--- config.mk ---
export PLATFORM = sky130hd
export DESIGN_NAME = axi_r_burst_arbiter
export DESIGN_NICKNAME = d
export VERILOG_FILES = /design/src/rtl/axi_r_pkg.sv /design/src/rtl/r_rr_pick.sv /design/src/rtl/axi_r_burst_arbiter.sv
export SDC_FILE = /design/constraint.sdc
export NUM_CORES = 1
export LEC_CHECK = 0
export ABC_AREA = 0
export CELL_PAD_IN_SITES_DETAIL_PLACEMENT = 0
export CELL_PAD_IN_SITES_GLOBAL_PLACEMENT = 1
export CORE_AREA = 4 4 265 267
export DETAILED_ROUTE_END_ITERATION = 10
export DIE_AREA = 0 0 269 271
export DONT_BUFFER_PORTS = 1
export GPL_ROUTABILITY_DRIVEN = 1
export PLACE_DENSITY_LB_ADDON = 0.15
export SETUP_SLACK_MARGIN = 0.15
export SYNTH_ARGS = -nofsm -noshare
export SYNTH_HDL_FRONTEND = slang
export SYNTH_SLANG_ARGS = --single-unit
--- constraint.sdc ---
create_clock -name clk -period 2.1 [get_ports clk]
set_input_delay 0.315 -clock clk [delete_from_list [all_inputs] [get_ports clk]]
set_output_delay 0.315 -clock clk [all_outputs]
set_load 0.05 [all_outputs]
--- src/rtl/axi_r_pkg.sv ---
// Shared types for the AXI R-channel burst arbiter: beat payload and FSM states.
package axi_r_pkg;

    localparam int unsigned R_DATA_WIDTH = 128;
    localparam int unsigned R_ID_WIDTH   = 32;
    localparam int unsigned R_USER_WIDTH = 64;

    typedef struct packed {
        logic [R_ID_WIDTH-1:0]   id;
        logic [R_DATA_WIDTH-1:0] data;
        logic [1:0]              resp;
        logic                    last;
        logic [R_USER_WIDTH-1:0] user;
    } r_beat_t;

    typedef enum logic [1:0] {
        IDLE,
        GRANT0,
        GRANT1
    } r_arb_state_t;

endpackage

--- src/rtl/r_rr_pick.sv ---
// Two-way round-robin selector: on contention the source that was not served last wins.
module r_rr_pick (
    input  logic [1:0] req,
    input  logic       last,
    output logic [1:0] pick
);

    always_comb begin
        pick = req;
        if (req == 2'b11) begin
            pick = last ? 2'b01 : 2'b10;
        end
    end

endmodule

--- src/rtl/axi_r_burst_arbiter.sv ---
// Two-to-one AXI R-channel arbiter: grant held for a whole burst, round-robin between
// bursts, runaway bursts cut off after BURST_LEN beats with a sticky error flag.
module axi_r_burst_arbiter
    import axi_r_pkg::*;
#(
    parameter int unsigned DATA_WIDTH = 128,
    parameter int unsigned ID_WIDTH   = 32,
    parameter int unsigned USER_WIDTH = 64,
    parameter int unsigned BURST_LEN  = 8
) (
    input  logic                  clk,
    input  logic                  reset,
    input  logic [ID_WIDTH-1:0]   S0_rid,
    input  logic [DATA_WIDTH-1:0] S0_rdata,
    input  logic [1:0]            S0_rresp,
    input  logic                  S0_rlast,
    input  logic [USER_WIDTH-1:0] S0_ruser,
    input  logic                  S0_rvalid,
    output logic                  S0_rready,
    input  logic [ID_WIDTH-1:0]   S1_rid,
    input  logic [DATA_WIDTH-1:0] S1_rdata,
    input  logic [1:0]            S1_rresp,
    input  logic                  S1_rlast,
    input  logic [USER_WIDTH-1:0] S1_ruser,
    input  logic                  S1_rvalid,
    output logic                  S1_rready,
    output logic [ID_WIDTH-1:0]   M_rid,
    output logic [DATA_WIDTH-1:0] M_rdata,
    output logic [1:0]            M_rresp,
    output logic                  M_rlast,
    output logic [USER_WIDTH-1:0] M_ruser,
    output logic                  M_rvalid,
    input  logic                  M_rready,
    output logic [1:0]            grant,
    output logic                  err_overrun
);

    localparam int unsigned    CNT_W = $clog2(BURST_LEN + 1);
    localparam logic [CNT_W-1:0] LIMIT = CNT_W'(BURST_LEN - 1);

    r_arb_state_t     state;
    logic             last;
    logic [CNT_W-1:0] beat_cnt;
    logic [1:0]       pick;
    logic             src_last;
    logic             at_limit;
    logic             beat;

    r_rr_pick u_pick (
        .req  ({S1_rvalid, S0_rvalid}),
        .last (last),
        .pick (pick)
    );

    // Zero-latency pass-through of the granted source; everything parks at 0 in IDLE.
    always_comb begin
        M_rid     = '0;
        M_rdata   = '0;
        M_rresp   = '0;
        M_ruser   = '0;
        M_rvalid  = 1'b0;
        S0_rready = 1'b0;
        S1_rready = 1'b0;
        src_last  = 1'b0;
        case (state)
            GRANT0: begin
                M_rid     = S0_rid;
                M_rdata   = S0_rdata;
                M_rresp   = S0_rresp;
                M_ruser   = S0_ruser;
                M_rvalid  = S0_rvalid;
                S0_rready = M_rready;
                src_last  = S0_rlast;
            end
            GRANT1: begin
                M_rid     = S1_rid;
                M_rdata   = S1_rdata;
                M_rresp   = S1_rresp;
                M_ruser   = S1_ruser;
                M_rvalid  = S1_rvalid;
                S1_rready = M_rready;
                src_last  = S1_rlast;
            end
            default: ;
        endcase
        at_limit = (state != IDLE) && (beat_cnt == LIMIT);
        M_rlast  = src_last | at_limit;
        beat     = M_rvalid & M_rready;
    end

    // Arbitration FSM; a beat carrying M_rlast (real or forced) ends the burst.
    always_ff @(posedge clk) begin
        if (reset) begin
            state       <= IDLE;
            last        <= 1'b1;
            beat_cnt    <= '0;
            err_overrun <= 1'b0;
            grant       <= 2'b00;
        end else begin
            case (state)
                IDLE: begin
                    if (pick[0]) begin
                        state <= GRANT0;
                        grant <= 2'b01;
                    end else if (pick[1]) begin
                        state <= GRANT1;
                        grant <= 2'b10;
                    end
                end
                GRANT0, GRANT1: begin
                    if (beat) begin
                        if (M_rlast) begin
                            state    <= IDLE;
                            grant    <= 2'b00;
                            last     <= (state == GRANT1);
                            beat_cnt <= '0;
                            if (!src_last) begin
                                err_overrun <= 1'b1;
                            end
                        end else begin
                            beat_cnt <= beat_cnt + CNT_W'(1);
                        end
                    end
                end
                default: begin
                    state <= IDLE;
                    grant <= 2'b00;
                end
            endcase
        end
    end

endmodule

==> metrics.yaml <==
floorplan:
  core_area_sq_um: 68100
  die_y_um: 271
  die_area_sq_um: 72900
  die_w_um: 269
  rows: 96
  start_util_pct: 5.84
  num_io_pins: 692
synthesis:
  synth_fa_ha_area_share_pct: 1.26
  syn_area_per_cell_sq_um: 6.72
  synth_area_leaders: "a22oi_1 43%, nor2b_1 36%, buf_2 4.8%, dfxtp_1 4.0%, clkbuf_1 3.5%"
  synth-simple-area-share_pct: 39.2
  async_flop_share_pct: 0
  yosysWarnings: 0
  muxShareOfSynthArea_pct: 0
  yosysMostFrequentCell: "a22oi_1"
  synth_edf_count: 0
  syn_nets: 1055
  synth_top_family_by_area: "compound AO/OA/AOI/OAI gates"
  ys_seq_area_share_pct: 4.03
  synth_compound_area_share_pct: 46.4
  synthesis.area_sq_um: 3980
  yosys_most_used_dff: "dfxtp_1"
  yosysTopAreaCellShare_pct: 43.0
  synth_common_cells: "228 x a22oi_1, 227 x nor2b_1, 38 x buf_2"
  synth_xor_area_share_pct: 0
  synth_cells: 592
  ys_types: 32
  ys_ff_latch: 8
  synth_top_area_cell: "a22oi_1"
setup_path:
  crit-reg2reg-launch: "state[1]$_SDFFE_PP0P_"
  rr_worst_depth: 9
  worst-path-max-fanout: 7
  worst_path_most_repeated_cell: "buf_12"
  end_kind: "primary output"
  crit_path_max_incr_delay_ns: 0.34
  crit_path_start_kind: "register"
  cp.arrival_ns: 1.86
  crit_chain: "buf_4 -> ha_4 -> buf_16 -> buf_12 -> clkbuf_16 -> a22oi_2 -> nor2b_4 -> buf_12"
  crit_slowest_cell: "dfxtp_4"
  r2r_end: "state[1]$_SDFFE_PP0P_"
  critPathKind: "reg -> out"
  cp.required_ns: 1.78
  r2r_slack_ns: 0.01
clock_network:
  cts_tree: "yes"
  cts_inserted_buffers: 3
  htree_levels: 1
  clkTransAtPathRegs_ns: 0.04
  cts.sinks: 8
  clk_latency_ns: 0.24
  root_buffer: "clkbuf_16"
  clk_path_buf_depth: 2
pwr:
  p_leak_nw: 3.82
  pwr-share-clk_pct: 2.4
  ir_drop_v: 0.000512
  combPwrFrac_pct: 96.3
  seq_power_share_pct: 1.3
  power_mw: 14.5
  p_per_area_nw_per_um2: 1080
  sw_frac_of_total_pct: 47.6
  switchingPower_mw: 6.92
  intPower_mw: 7.62
layout:
  nFillCells: 7330
  nets: 1307
  syn_to_final_growth_pct: 238
  drive_above_1_share_pct: 89.1
global_routing:
  grt_first_pass_wirelength_um: 47700
  grt_pass1_vias: 6507
  track_usage_pct: 9.06
  grt.overflow.total: 0
  antenna_found_initial: 4
  grt_max_degree: 73
route:
  num_vias: 6143
  via_per_inst: 3.56
  drtPass1Iterations: 4
  detail_route.wl_per_cell_um: 23.4
  routed_wl_um: 40400
  drc: 0
  first_iter_violations: 175
  ant_nets: 0
hold_path:
  hold_start: "reset"
  whs_endpoint: "beat_cnt[1]$_SDFFE_PP0P_"
  worstHoldPathCells: 1
  hp-class: "in -> reg"
sta:
  tightest_slew_ns: 0.573
  fin_tns_setup_ns: -4.70
  setup_violations: 168
  rsz0062_at_grt: "yes"
  final.period_utilization_pct: 103
  relSlewSlack_pct: 61.8
  period_minus_slack_ns: 2.17
  worst_clock_skew_ns: 0.00233
  final_hold_viol_count: 0
  worst_slack_ns: -0.0732
  fmaxAchievable_mhz: 460
  slew_viol_final: 0
place:
  dpl.hpwl_um: 28600
  globalplace.congestion: 0.763
  io_buffers: 0
  dp_slack_ns: 0.0645
outcome:
  outcome: "finished, violations left"
  failed_checks: "setup timing"
job:
  maxCapViolCount: 0
-- power groups by stage --
stage               registers, mW  clock network (mW)  logic (mW)
finish                      0.183               0.350        14.0
global route                0.186               0.358        14.6
CTS                         0.183               0.347        12.2
detailed placement          0.185                   0        10.1
global placement            0.186                   0        10.1
floorplan                   0.225                   0        5.77
-- state kept, by name (all words and copies together) (netlist names) --
name and cells:
last 1, err_overrun 1, beat_cnt 4, state 2
-- per-stage QoR --
stage	hold WS [ns]	instances	cell area (sq um)	util (%)
2_1_floorplan	0.449	592	4700	-
3_3_place_gp	0.391	1665	10600	15.5
3_5_place_dp	0.392	1665	10600	15.5
4_1_cts	0.144	1700	11900	17.5
5_1_grt	0.140	1727	13400	19.7
6_report	0.143	1727	13400	19.7
-- critical path, delay by kind of cell, from the launching register on --
kind / cells / cell delay (ns)
AO/OA/AOI/OAI: 1 / 0.22
buffers and inverters: 5 / 0.76
AND/OR/NAND/NOR: 1 / 0.07
flip-flops: 1 / 0.34
adder cells (fa/ha/maj): 1 / 0.21
-- placed cells by master (no fill, tap or decap), types with 3 or more instances in the layout --
cell type | synthesis | routed
nor2_1 | 6 | 6
a22oi_1 | 228 | 53
nor2b_4 | 0 | 154
dfxtp_1 | 8 | 6
buf_16 | 0 | 24
buf_12 | 0 | 241
nor2b_2 | 0 | 72
a22oi_2 | 0 | 175
buf_4 | 1 | 23
o21ai_1 | 3 | 3
a21oi_1 | 4 | 3
buf_8 | 0 | 3
clkbuf_16 | 0 | 17
ha_4 | 0 | 3
buf_6 | 0 | 21
-- cell families (layout without fill, tap and decap cells) --
kind of cell,Yosys count,after routing
AO/OA/AOI/OAI,246,246
adder cells (fa/ha/maj),4,4
buffers and inverters,84,335
flip-flops,8,8
other,0,2
AND/OR/NAND/NOR,250,250
-- how the worst max path moves through the flow --
stage / start / endpoint / slack (ns) / cells after the start
after CTS: state[1]$_SDFFE_PP0P_ / M_rdata[99] / -0.13 / 7
after global placement: state[0]$_SDFFE_PP0P_ / M_rdata[99] / 0.05 / 7
after floorplan: state[0]$_SDFFE_PP0P_ / M_rdata[100] / -0.02 / 6
final: state[1]$_SDFFE_PP0P_ / M_ruser[43] / -0.07 / 8
after global routing: state[1]$_SDFFE_PP0P_ / M_ruser[34] / -0.14 / 6
after detailed placement: state[0]$_SDFFE_PP0P_ / M_rdata[99] / 0.06 / 7
-- area by class of cell --
type	count	area, sq um	share of cell area [%]
multi-input combinational	500	5760	42.9
antenna	2	5.00	0.0373
timing repair buffer	326	6290	46.8
inverter	5	22.5	0.168
sequential	8	168	1.25
tap	882	1100	8.22
clock buffer	4	78.8	0.587
-- repair_timing --
action,CTS,global route
cloned,12,19
hold buffers,0,0
setup buffers,19,7
setup endpoints to repair,231,238
pin swaps,5,49
gates resized for setup,158,217
-- layer usage --
metal	vias to the layer above	routed length (um)	GRT usage, %
met3	37	3480	2.36
met5	-	0	0
li1	2719	-	-
met2	411	22400	18.6
met4	0	849	1.80
met1	2976	13600	8.95
(Power assumes the default switching activity.)
